### src/rtl/imm_gen_pipe_pkg.sv
`default_nettype none
// ============================================================================
// Module      : imm_gen_pipe_pkg
// Description : Shared decode definitions for the immediate generator:
//               format select encoding, default widths and payload layout.
// Revision    : 1.0 - initial release
// ============================================================================
package imm_gen_pipe_pkg;

    localparam int XLEN_DEF  = 32;
    localparam int TAG_W_DEF = 8;

    // Immediate format select, encoded as the decoder drives ImmSrc
    typedef enum logic [2:0] {
        IMM_I   = 3'b000,
        IMM_S   = 3'b001,
        IMM_B   = 3'b010,
        IMM_J   = 3'b011,
        IMM_U   = 3'b100,
        IMM_Z   = 3'b101,
        IMM_SH  = 3'b110,
        IMM_ILL = 3'b111
    } imm_src_e;

    // Payload held in each buffer slot, at the default widths
    typedef struct packed {
        logic [XLEN_DEF-1:0]  imm;
        logic [TAG_W_DEF-1:0] tag;
        logic                 err;
    } imm_pay_t;

endpackage
`default_nettype wire

### src/rtl/imm_ext_core.sv
`default_nettype none
// ============================================================================
// Module      : imm_ext_core
// Description : Purely combinational immediate format mux; sign/zero extends
//               the selected instruction fields to XLEN and flags the
//               illegal select.
// Revision    : 1.0 - initial release
// ============================================================================
module imm_ext_core
    import imm_gen_pipe_pkg::*;
#(
    parameter int XLEN = XLEN_DEF
) (
    input  logic [31:0]     i_instr,
    input  imm_src_e        i_src,
    output logic [XLEN-1:0] o_imm,
    output logic            o_err
);

    logic [XLEN-1:0] w_u;
    logic [XLEN-1:0] w_sh;
    logic            w_unused;

    // Opcode bits never contribute to any immediate
    assign w_unused = &{1'b0, i_instr[6:0]};

    // U sign-extends above bit 31 and shamt gains a sixth bit on RV64
    generate
        if (XLEN == 64) begin : g_x64
            assign w_u  = {{32{i_instr[31]}}, i_instr[31:12], 12'b0};
            assign w_sh = {{(XLEN-6){1'b0}}, i_instr[25:20]};
        end else begin : g_x32
            assign w_u  = {i_instr[31:12], 12'b0};
            assign w_sh = {{(XLEN-5){1'b0}}, i_instr[24:20]};
        end
    endgenerate

    // Format mux; illegal select yields zero with the error flag raised
    always_comb begin
        o_imm = '0;
        o_err = 1'b0;
        case (i_src)
            IMM_I:   o_imm = {{(XLEN-12){i_instr[31]}}, i_instr[31:20]};
            IMM_S:   o_imm = {{(XLEN-12){i_instr[31]}}, i_instr[31:25], i_instr[11:7]};
            IMM_B:   o_imm = {{(XLEN-12){i_instr[31]}}, i_instr[7], i_instr[30:25],
                              i_instr[11:8], 1'b0};
            IMM_J:   o_imm = {{(XLEN-20){i_instr[31]}}, i_instr[19:12], i_instr[20],
                              i_instr[30:21], 1'b0};
            IMM_U:   o_imm = w_u;
            IMM_Z:   o_imm = {{(XLEN-5){1'b0}}, i_instr[19:15]};
            IMM_SH:  o_imm = w_sh;
            default: o_err = 1'b1;
        endcase
    end

endmodule
`default_nettype wire

### src/rtl/imm_gen_pipe.sv
`default_nettype none
// ============================================================================
// Module      : imm_gen_pipe
// Description : Pipelined immediate generator with valid/ready handshake,
//               2-entry skid buffer, flush and saturating illegal-select
//               counter.
// Revision    : 1.0 - initial release
// ============================================================================
module imm_gen_pipe
    import imm_gen_pipe_pkg::*;
#(
    parameter int XLEN     = XLEN_DEF,
    parameter int TAG_W    = TAG_W_DEF,
    parameter int ERRCNT_W = 8
) (
    input  logic                clk,
    input  logic                rst,
    input  logic                flush,
    input  logic                in_valid,
    output logic                in_ready,
    input  logic [31:0]         instr,
    input  logic [2:0]          ImmSrc,
    input  logic [TAG_W-1:0]    in_tag,
    output logic                out_valid,
    input  logic                out_ready,
    output logic [XLEN-1:0]     ImmExt,
    output logic [TAG_W-1:0]    out_tag,
    output logic                imm_err,
    output logic [ERRCNT_W-1:0] err_cnt
);

    // Slot layout matches imm_pay_t but follows this instance's widths
    typedef struct packed {
        logic [XLEN-1:0]  imm;
        logic [TAG_W-1:0] tag;
        logic             err;
    } pay_t;

    typedef enum logic [1:0] {
        ST_EMPTY = 2'd0,
        ST_ONE   = 2'd1,
        ST_FULL  = 2'd2
    } state_e;

    localparam logic [ERRCNT_W-1:0] c_ERR_MAX = '1;

    state_e                r_state;
    pay_t                  r_out;
    pay_t                  r_skid;
    logic                  r_in_ready;
    logic                  r_out_valid;
    logic [ERRCNT_W-1:0]   r_err_cnt;

    pay_t                  w_new;
    logic [XLEN-1:0]       w_imm;
    logic                  w_err;
    logic                  w_acc;
    logic                  w_con;

    imm_ext_core #(
        .XLEN (XLEN)
    ) u_core (
        .i_instr (instr),
        .i_src   (imm_src_e'(ImmSrc)),
        .o_imm   (w_imm),
        .o_err   (w_err)
    );

    assign w_new = {w_imm, in_tag, w_err};
    assign w_acc = in_valid && r_in_ready;
    assign w_con = r_out_valid && out_ready;

    // Skid FSM: out register presents, skid register absorbs one stalled entry
    always_ff @(posedge clk or posedge rst) begin
        if (rst) begin
            r_state     <= ST_EMPTY;
            r_out       <= '0;
            r_skid      <= '0;
            r_in_ready  <= 1'b1;
            r_out_valid <= 1'b0;
        end else if (flush) begin
            r_state     <= ST_EMPTY;
            r_in_ready  <= 1'b1;
            r_out_valid <= 1'b0;
        end else begin
            case (r_state)
                ST_EMPTY: begin
                    if (w_acc) begin
                        r_out       <= w_new;
                        r_out_valid <= 1'b1;
                        r_state     <= ST_ONE;
                    end
                end
                ST_ONE: begin
                    if (w_acc && !w_con) begin
                        r_skid     <= w_new;
                        r_in_ready <= 1'b0;
                        r_state    <= ST_FULL;
                    end else if (!w_acc && w_con) begin
                        r_out_valid <= 1'b0;
                        r_state     <= ST_EMPTY;
                    end else if (w_acc && w_con) begin
                        r_out <= w_new;
                    end
                end
                ST_FULL: begin
                    if (w_con) begin
                        r_out      <= r_skid;
                        r_in_ready <= 1'b1;
                        r_state    <= ST_ONE;
                    end
                end
                default: begin
                    r_state     <= ST_EMPTY;
                    r_in_ready  <= 1'b1;
                    r_out_valid <= 1'b0;
                end
            endcase
        end
    end

    // Count accepted illegal selects, flush or not, saturating at all-ones
    always_ff @(posedge clk or posedge rst) begin
        if (rst) begin
            r_err_cnt <= '0;
        end else if (w_acc && w_err && (r_err_cnt != c_ERR_MAX)) begin
            r_err_cnt <= r_err_cnt + 1'b1;
        end
    end

    assign in_ready  = r_in_ready;
    assign out_valid = r_out_valid;
    assign ImmExt    = r_out.imm;
    assign out_tag   = r_out.tag;
    assign imm_err   = r_out.err;
    assign err_cnt   = r_err_cnt;

endmodule
`default_nettype wire

### config.mk
export PLATFORM = sky130hd
export DESIGN_NAME = imm_gen_pipe
export DESIGN_NICKNAME = d
export VERILOG_FILES = /design/src/rtl/imm_gen_pipe_pkg.sv /design/src/rtl/imm_ext_core.sv /design/src/rtl/imm_gen_pipe.sv
export SDC_FILE = /design/constraint.sdc
export NUM_CORES = 1
export LEC_CHECK = 0
export CAP_MARGIN = 20
export CELL_PAD_IN_SITES_DETAIL_PLACEMENT = 0
export CELL_PAD_IN_SITES_GLOBAL_PLACEMENT = 1
export CORE_MARGIN = 1
export CORE_UTILIZATION = 30
export DETAILED_ROUTE_END_ITERATION = 7
export GPL_ROUTABILITY_DRIVEN = 0
export MAX_ROUTING_LAYER = met4
export PLACE_DENSITY = 0.6
export SLEW_MARGIN = 20
export SYNTH_ARGS = -nofsm -noshare
export SYNTH_HDL_FRONTEND = slang
export SYNTH_HIERARCHICAL = 1
export SYNTH_SLANG_ARGS = --single-unit
### constraint.sdc
create_clock -name clk -period 4 [get_ports clk]
set_input_delay 0.6 -clock clk [delete_from_list [all_inputs] [get_ports clk]]
set_output_delay 0.6 -clock clk [all_outputs]
set_load 0.01 [all_outputs]
==> impl_metrics.env, run 1 <==
export IMPL_syn_to_final_growth_pct=28.7
export IMPL_dpl_cell_area_um2=5920
export IMPL_max_slew_margin_pct=46.5
export IMPL_critPathArrivalTime_ns=2.88
export IMPL_synth_seq_area_share_pct=48.8
export IMPL_seqPwrFrac_pct=44.5
export IMPL_htreeDepth=3
export IMPL_finalHoldViolations=0
export IMPL_switching_power_mw=0.926
export IMPL_fin_tns_setup_ns=0
export IMPL_syn_area_um2=4820
export IMPL_drt_initial_drc_count=162
export IMPL_start_util_pct=31.2
export IMPL_path_cells="clkdlybuf4s50_1 > nor3b_2 > o21bai_1 > a22o_1 > mux2_2 > mux2_2"
export IMPL_crit_buf_inv=1
export IMPL_crit_path_frequent_cell="mux2_2"
export IMPL_cp_start_kind="input port"
export IMPL_netlist_top_cells_area="dfrtp_1, mux2_2, a21oi_1, mux2i_1, a21o_1"
export IMPL_io_buffer_count=91
export IMPL_min_path_type="reg -> reg"
export IMPL_drc=0
export IMPL_cp_max_fo=17
export IMPL_core_rowCount=45
export IMPL_grt_pass1_wl_um=17800
export IMPL_dr_pass1_iters=4
export IMPL_totalWireLength_um=10900
export IMPL_yosysTopAreaCell="dfrtp_1"
export IMPL_antenna_found_initial=0
export IMPL_design_area_um2=6200
export IMPL_cap_viol_max_count=0
export IMPL_rsz0062_at_grt="false"
export IMPL_ctsResizeCount=0
export IMPL_endpoint_kind="register"
export IMPL_clkTransAtPathRegs_ns=0.07
export IMPL_crit_required_ns=4.23
export IMPL_status="finished clean"
export IMPL_max_stage_delay_ns=0.99
export IMPL_yosysUniqueCellTypes=44
export IMPL_yosys_warnings=6
export IMPL_dpl_hpwl_um=7440
export IMPL_dieHeight_um=129
export IMPL_drive_above_1_share_pct=35.1
export IMPL_antennaDiodeCount=0
export IMPL_clk_path_buf_depth=2
export IMPL_peakVddDrop_mv=0.366
export IMPL_leakagePower_nw=2.72
export IMPL_synth_edf_count=0
export IMPL_antenna_left=0
export IMPL_synth_nets=417
export IMPL_die_x_um=129
export IMPL_netlist_area_leader_share_pct=48.3
export IMPL_p_sw_share_pct=28.3
export IMPL_vias_per_cell=4.84
export IMPL_comb_power_share_pct=30.5
export IMPL_num_io_pins=99
export IMPL_period_minus_slack_ns=2.65
export IMPL_holdBufCountCts=0
export IMPL_coreArea_um2=15400
export IMPL_cts_sinks=94
export IMPL_avgSynthCellArea_um2=13.1
export IMPL_worstSetupPathType="in -> reg"
export IMPL_crit_family="buffers and inverters"
export IMPL_grt_pass1_vias=3280
export IMPL_power_density_nw_per_um2=528
export IMPL_grt_max_degree=55
export IMPL_globalRouteOverflowTotal=0
export IMPL_cts_setup_buffers=0
export IMPL_synthTopCellsByCount="mux2_2, dfrtp_1, a21oi_1"
export IMPL_synthArstFlopShare_pct=100
export IMPL_cts_tree="built"
export IMPL_skew_ns=0.0108
export IMPL_power_frac_clock_pct=25.0
export IMPL_max_freq_mhz=377
export IMPL_ys_ff_latch=94
export IMPL_setup_violations=0
export IMPL_synth_cells=368
export IMPL_p_int_mw=2.35
export IMPL_whs_ns=0.494
export IMPL_finish_utilization_pct=40.2
export IMPL_final_max_slew_viol_count=0
export IMPL_period_share_pct=66.3
export IMPL_cts_inserted_buffers=9
export IMPL_num_vias=3243
export IMPL_die_area_um2=16600
export IMPL_cpMaxStageDelayCell="clkdlybuf4s50_1"
export IMPL_wl_per_cell_um=16.2
export IMPL_ys_flop_type="dfrtp_1"
export IMPL_yosysMostFrequentCell="mux2_2"
export IMPL_clkLatencyLatePin_ns=0.35
export IMPL_track_usage_pct=14.7
export IMPL_worst_slew_pin_slew_ns=0.800
export IMPL_fin_nets=503
export IMPL_cts_root_buf="clkbuf_16"
[layer usage]
layer | GRT usage [%] | part of all wire [%] | vias to the layer above
met5 | - | 0 | -
met4 | 5.88 | 1.6 | 0
met3 | 4.24 | 4.6 | 14
met2 | 21.5 | 46 | 70
met1 | 18.9 | 48 | 1628
li1 | - | - | 1531
[power by group through the flow]
stage / logic, mW / registers (mW) / clock network [mW]
detailed placement: 1.01 / 1.48 / 0
global route: 1.09 / 1.51 / 0.902
floorplan: 0.492 / 1.51 / 0
global placement: 1.00 / 1.46 / 0
finish: 0.999 / 1.46 / 0.819
CTS: 1.02 / 1.46 / 0.861
[cells in the final DEF (no fill, tap or decap), types with 2 or more instances in the layout]
cell             count
o22ai_1              7
nor3_1               2
clkinv_4             3
o21ai_0              3
mux2_2             128
and2b_1              3
and3_1               3
nand3_1              5
a22oi_1              4
buf_4                7
dfrtp_1             93
nor2b_1              7
mux2i_1             10
a21o_1              13
nand2b_1             2
a22o_1               2
nand4_1              4
and3b_1              2
clkinv_2             2
clkbuf_16            9
clkdlybuf4s50_1     91
o21bai_1             3
and2_1               2
a21oi_1             20
nand2_1              8
[path summary, 6_finish.rpt]
| check | from | endpoint | slack (ns) | cells past startpoint |
|---|---|---|---|---|
| min in group asynchronous | rst | ImmExt[21]$_DFFE_PP0P_ | 0.73 | 2 |
| max reg2reg | in_ready$_DFFE_PP1P_ | r_skid[15]$_DFFE_PP0P_ | 1.90 | 4 |
| max in group asynchronous | rst | ImmExt[15]$_DFFE_PP0P_ | 2.50 | 3 |
| max | ImmSrc[0] | ImmExt[18]$_DFFE_PP0P_ | 1.35 | 6 |
| min | ImmExt[23]$_DFFE_PP0P_ | ImmExt[23]$_DFFE_PP0P_ | 0.49 | 1 |
| min reg2reg | ImmExt[23]$_DFFE_PP0P_ | ImmExt[23]$_DFFE_PP0P_ | 0.49 | 1 |
[state kept, by name, indices dropped and copies added (netlist names)]
signal,cells
out_tag,8
out_valid,1
err_cnt,8
ImmExt,32
r_state,2
in_ready,1
imm_err,1
r_skid,41
[area by class of cell]
class | count | area (um^2)
fill | 1499 | 9220
sequential | 94 | 2350
multi-input combinational | 248 | 2310
timing repair buffer | 99 | 983
tap | 211 | 264
clock buffer | 10 | 239
clock inverter | 6 | 45.0
inverter | 2 | 10.0
[logic make-up (layout without fill, tap and decap cells)]
group,count (synthesis),after routing,synth area share (%)
DFF,94,94,48.8
muxes,139,139,32.2
and+or+nand+nor,48,48,6.28
AOI/OAI and AO/OA,58,58,8.25
xor gates and xnor gates,2,2,0.753
buffers and inverters,26,117,3.43
adders and majority gates,1,1,0.259
[stage by stage]
step	worst slack, ns	cells	power [mW]
finish	1.35	670	3.28
global route	1.23	670	3.50
CTS	1.35	670	3.34
detailed placement	0.982	654	2.49
global placement	1.00	654	2.47
floorplan	0.953	368	2.00
No activity file was read; power rests on OpenSTA's default activity.
==> run 2, diff against run 1 <==
==> constraint.sdc (replaced) <==
create_clock -name clk -period 2.66 [get_ports clk]
set_input_delay 0.399 -clock clk [delete_from_list [all_inputs] [get_ports clk]]
set_output_delay 0.399 -clock clk [all_outputs]
set_load 0.01 [all_outputs]
==> run 2 against run 1 <==
Compared with the run above:
- hold slack worse by 0.016 ns
- critical endpoint unchanged
- combinational power is 51% higher
- register-to-register slack worse by 1.3 ns
- cell count rose by 0.45%
- clock skew is 0.0057 ns lower
- utilization is 0.48 points higher
- critical path depth is the same
- power rose by 52%
==> impl_metrics.env, run 2 (synthesis results as in run 1) <==
export IMPL_htreeDepth=3
export IMPL_crit_required_ns=2.95
export IMPL_fin_nets=507
export IMPL_mostFrequentLayoutCells="mux2_2, dfrtp_1, clkdlybuf4s50_1, a21oi_1, a21o_1"
export IMPL_r2r_end="ImmExt[1]$_DFFE_PP0P_"
export IMPL_ctsResizeCount=0
export IMPL_cts_sinks=94
export IMPL_period_minus_slack_ns=2.06
export IMPL_holdBufCountCts=0
export IMPL_wl_per_cell_um=16.3
export IMPL_worstSetupPathType="in -> reg"
export IMPL_largest_reg_flops=41
export IMPL_endpoint_kind="register"
export IMPL_dp_slack_ns=0.253
export IMPL_clkLatencyLatePin_ns=0.35
export IMPL_cp_max_fo=12
export IMPL_num_vias=3261
export IMPL_track_usage_pct=14.9
export IMPL_clk_path_buf_depth=2
export IMPL_cts_tree="built"
export IMPL_antennaDiodeCount=0
export IMPL_critPathArrivalTime_ns=2.35
export IMPL_reg2reg_depth=4
export IMPL_r2r_slack_ns=0.64
export IMPL_leakagePower_nw=2.75
export IMPL_power_density_nw_per_um2=796
export IMPL_clkTransAtPathRegs_ns=0.06
export IMPL_vias_per_cell=4.85
export IMPL_cts_inserted_buffers=9
export IMPL_status="finished clean"
export IMPL_final_max_slew_viol_count=0
export IMPL_num_io_pins=99
export IMPL_r2r_start="r_state[0]$_DFFE_PP0P_"
export IMPL_die_x_um=129
export IMPL_setup_violations=0
export IMPL_drt_initial_drc_count=123
export IMPL_cts_setup_buffers=0
export IMPL_totalWireLength_um=11000
export IMPL_cp_start_kind="input port"
export IMPL_io_buffer_count=91
export IMPL_max_freq_mhz=485
export IMPL_grt_pass1_wl_um=18200
export IMPL_coreArea_um2=15400
export IMPL_period_share_pct=77.6
export IMPL_regMostFlops="r_skid"
export IMPL_grt_max_degree=51
export IMPL_skew_ns=0.00517
export IMPL_antenna_found_initial=0
export IMPL_antenna_left=0
export IMPL_min_path_type="in -> async"
export IMPL_cts_root_buf="clkbuf_16"
export IMPL_fin_tns_setup_ns=0
export IMPL_syn_to_final_growth_pct=30.2
export IMPL_grt_pass1_vias=3432
export IMPL_max_slew_margin_pct=48.9
export IMPL_dr_pass1_iters=4
export IMPL_finalHoldViolations=0
export IMPL_core_rowCount=45
export IMPL_die_area_um2=16600
export IMPL_drc=0
export IMPL_worst_slew_pin_slew_ns=0.763
export IMPL_cap_viol_max_count=0
export IMPL_dpl_hpwl_um=7510
export IMPL_rsz0062_at_grt="false"
export IMPL_globalRouteOverflowTotal=0
export IMPL_peakVddDrop_mv=0.528
export IMPL_final_common_cell="mux2_2"
export IMPL_dieHeight_um=129
export IMPL_drive_above_1_share_pct=35.5
export IMPL_setup_slack_ns=0.597
export IMPL_start_util_pct=31.2
==> run 2: worst max-delay path by stage <==
| stage | slack, ns | cells after the start | end | from |
|---|---|---|---|---|
| floorplan | 0.87 | 6 | err_cnt[7]$_DFFE_PP0P_ | ImmSrc[2] |
| global placement | 0.27 | 6 | err_cnt[7]$_DFFE_PP0P_ | ImmSrc[0] |
| detailed placement | 0.25 | 6 | err_cnt[7]$_DFFE_PP0P_ | ImmSrc[0] |
| CTS | 0.60 | 4 | ImmExt[1]$_DFFE_PP0P_ | r_state[0]$_DFFE_PP0P_ |
| global route | 0.44 | 6 | ImmExt[18]$_DFFE_PP0P_ | ImmSrc[2] |
| finish | 0.60 | 6 | ImmExt[18]$_DFFE_PP0P_ | ImmSrc[2] |
==> run 2: layout make-up <==
| cell class | count | area [um^2] |
|---|---|---|
| timing repair buffer | 103 | 1050 |
| clock buffer | 9 | 225 |
| inverter | 2 | 11.3 |
| fill | 1510 | 9150 |
| multi-input combinational | 248 | 2310 |
| clock inverter | 6 | 63.8 |
| sequential | 94 | 2350 |
| tap | 211 | 264 |
==> run 2: stage by stage <==
stage | total power, mW | hold slack (ns) | area (um^2) | util [%] | instances
after global routing | 5.32 | 0.504 | 6280 | 40.7 | 673
after CTS | 5.09 | 0.478 | 6280 | 40.7 | 673
after detailed placement | 3.76 | 0.488 | 5990 | 38.8 | 658
final | 5.00 | 0.478 | 6280 | 40.7 | 673
after global placement | 3.72 | 0.475 | 5990 | 38.8 | 658
after floorplan | 3.01 | 0.462 | 4820 | - | 368
==> run 2: routing by layer <==
layer	routed length, um	GRT usage, %	vias up	share of wire [%]
met3	532	4.99	8	4.8
li1	-	-	1528	-
met1	5110	18.4	1667	47
met2	5230	23.3	58	48
met5	0	-	-	0
met4	100	3.53	0	0.91
==> run 2: worst max-delay path, stage by stage <==
cell,delay (ns)
clkdlybuf4s50_1,0.61
nor3b_2,0.69
o21bai_1,0.21
a22o_1,0.17
mux2_2,0.14
mux2_2,0.13
==> run 2: where the power goes <==
group / internal (mW) / switching (mW) / leakage [nW] / total, mW
Combinational: 0.962 / 0.549 / 1.42 / 1.51
Clock: 0.721 / 0.557 / 0.137 / 1.28
Sequential: 1.92 / 0.285 / 1.19 / 2.20
Total: 3.60 / 1.39 / 2.75 / 5.00
==> run 3, diff against run 2 <==
==> constraint.sdc (replaced) <==
create_clock -name clk -period 1.9 [get_ports clk]
set_input_delay 0.285 -clock clk [delete_from_list [all_inputs] [get_ports clk]]
set_output_delay 0.285 -clock clk [all_outputs]
set_load 0.01 [all_outputs]
==> run 3 against run 2 <==
Compared with the run above:
- critical path depth rose by 1
- via count increased by 2.6%
- clock skew is 0.0038 ns higher
- wire length rose by 2.9%
- sequential power is 40% higher
- final area rose by 2.8%
- setup slack lost 0.51 ns
- combinational power up 44%
- power rose by 41%
- critical path type unchanged
==> impl_metrics.env, run 3 (synthesis results as in run 1) <==
export IMPL_status="finished clean"
export IMPL_clkLatencyLatePin_ns=0.35
export IMPL_leakagePower_nw=2.84
export IMPL_htreeDepth=3
export IMPL_design_area_um2=6450
export IMPL_cts_sinks=94
export IMPL_dpl_cell_area_um2=6150
export IMPL_num_io_pins=99
export IMPL_comb_power_share_pct=30.9
export IMPL_totalWireLength_um=11300
export IMPL_skew_ns=0.00900
export IMPL_startpoint="ImmSrc[1]"
export IMPL_grt_max_degree=48
export IMPL_fin_nets=524
export IMPL_p_int_mw=5.04
export IMPL_fin_tns_setup_ns=0
export IMPL_largest_reg_flops=41
export IMPL_antenna_left=0
export IMPL_finalNonFillerCells=691
export IMPL_dieHeight_um=129
export IMPL_r2r_slack_ns=0.20
export IMPL_period_minus_slack_ns=1.81
export IMPL_die_area_um2=16600
export IMPL_vias_per_cell=4.84
export IMPL_endpoint_kind="register"
export IMPL_mostFrequentLayoutCells="mux2_2, dfrtp_1, clkdlybuf4s50_1, buf_4, a21oi_1"
export IMPL_peakVddDrop_mv=0.622
export IMPL_coreArea_um2=15400
export IMPL_globalRouteOverflowTotal=0
export IMPL_final_max_slew_viol_count=0
export IMPL_cts_inserted_buffers=9
export IMPL_antenna_found_initial=0
export IMPL_critPathArrivalTime_ns=2.05
export IMPL_power_mw=7.05
export IMPL_grt_pass1_vias=3398
export IMPL_die_x_um=129
export IMPL_antennaDiodeCount=0
export IMPL_r2r_start="r_state[1]$_DFFE_PP0P_"
export IMPL_start_util_pct=31.2
export IMPL_drive_above_1_share_pct=38.1
export IMPL_power_frac_clock_pct=25.5
export IMPL_switching_power_mw=2.01
export IMPL_seqPwrFrac_pct=43.6
export IMPL_final_common_cell="mux2_2"
export IMPL_finish_utilization_pct=41.8
export IMPL_dpl_hpwl_um=7870
export IMPL_io_buffer_count=91
export IMPL_finalHoldViolations=0
export IMPL_cts_root_buf="clkbuf_16"
export IMPL_dp_cells=675
export IMPL_worstSetupPathType="in -> reg"
export IMPL_grt_pass1_wl_um=18300
export IMPL_clkTransAtPathRegs_ns=0.07
export IMPL_crit_required_ns=2.13
export IMPL_cap_viol_max_count=0
export IMPL_reg2reg_depth=4
export IMPL_p_sw_share_pct=28.5
export IMPL_whs_ns=0.290
export IMPL_num_vias=3347
export IMPL_cp_max_fo=12
export IMPL_cp_endpoint="ImmExt[0]$_DFFE_PP0P_"
export IMPL_drt_initial_drc_count=134
export IMPL_setup_violations=0
export IMPL_worst_slew_pin_slew_ns=0.420
export IMPL_cts_tree="built"
export IMPL_track_usage_pct=15.1
export IMPL_min_path_type="in -> async"
export IMPL_final_fill_count=1496
export IMPL_dr_pass1_iters=4
export IMPL_core_rowCount=45
export IMPL_holdBufCountCts=0
export IMPL_cp_start_kind="input port"
export IMPL_max_slew_margin_pct=71.9
export IMPL_regMostFlops="r_skid"
export IMPL_max_freq_mhz=551
export IMPL_r2r_end="ImmExt[7]$_DFFE_PP0P_"
export IMPL_rsz0062_at_grt="false"
export IMPL_drc=0
export IMPL_syn_to_final_growth_pct=33.9
export IMPL_period_share_pct=95.5
export IMPL_clk_path_buf_depth=2
export IMPL_dp_slack_ns=-0.276
export IMPL_setup_slack_ns=0.0860
export IMPL_power_density_nw_per_um2=1090
export IMPL_wl_per_cell_um=16.3
[run 3: cell count changes in the layout (fill, tap and decap cells not counted), moves of 2 or more]
cell      previous run  this run
buf_4                8        22
buf_12               4         7
clkbuf_8             0         2
clkinv_2             2         0
[run 3: routing by layer]
metal | track usage, % | routed length, um
met5 | - | 0
met4 | 4.78 | 142
met2 | 23.2 | 5490
met1 | 19.4 | 5230
met3 | 3.91 | 421
[run 3: area by class of cell]
| class | count | area, um^2 | area share (%) |
|---|---|---|---|
| repair buffers | 120 | 1220 | 18.9 |
| clock inverters | 5 | 41.3 | 0.640 |
| clock buffers | 11 | 253 | 3.92 |
| inverters | 2 | 11.3 | 0.174 |
| multi-input cells | 248 | 2310 | 35.8 |
| well taps | 211 | 264 | 4.09 |
| flip-flops and latches | 94 | 2350 | 36.5 |
[run 3: power groups by stage]
stage          clock, mW  sequential [mW]  combinational [mW]
5_1_grt             1.96             3.17                2.36
6_report            1.80             3.07                2.18
3_3_place_gp           0             3.08                2.17
2_1_floorplan          0             3.18                1.04
4_1_cts             1.87             3.08                2.22
3_5_place_dp           0             3.12                2.20
[run 3: worst max-delay path, cell delays in order]
cell and delay, ns:
clkdlybuf4s50_1 0.50, buf_12 0.15, and2b_1 0.23, a22o_1 0.19, a21o_1 0.18, mux2_2 0.25
mux2_2 0.25
[run 3: repair_timing]
action,CTS,global route
setup endpoints to repair,0,2
setup buffers,0,0
gates resized for setup,0,2
[run 3: worst min-delay path by stage]
stage | start | to | slack [ns]
finish | rst | err_cnt[6]$_DFFE_PP0P_ | 0.29
CTS | rst | err_cnt[7]$_DFFE_PP0P_ | 0.29
global placement | r_skid[24]$_DFFE_PP0P_ | r_skid[24]$_DFFE_PP0P_ | 0.48
global route | rst | err_cnt[7]$_DFFE_PP0P_ | 0.31
detailed placement | r_skid[26]$_DFFE_PP0P_ | r_skid[26]$_DFFE_PP0P_ | 0.49
floorplan | flush | out_valid$_DFFE_PP0P_ | 0.35
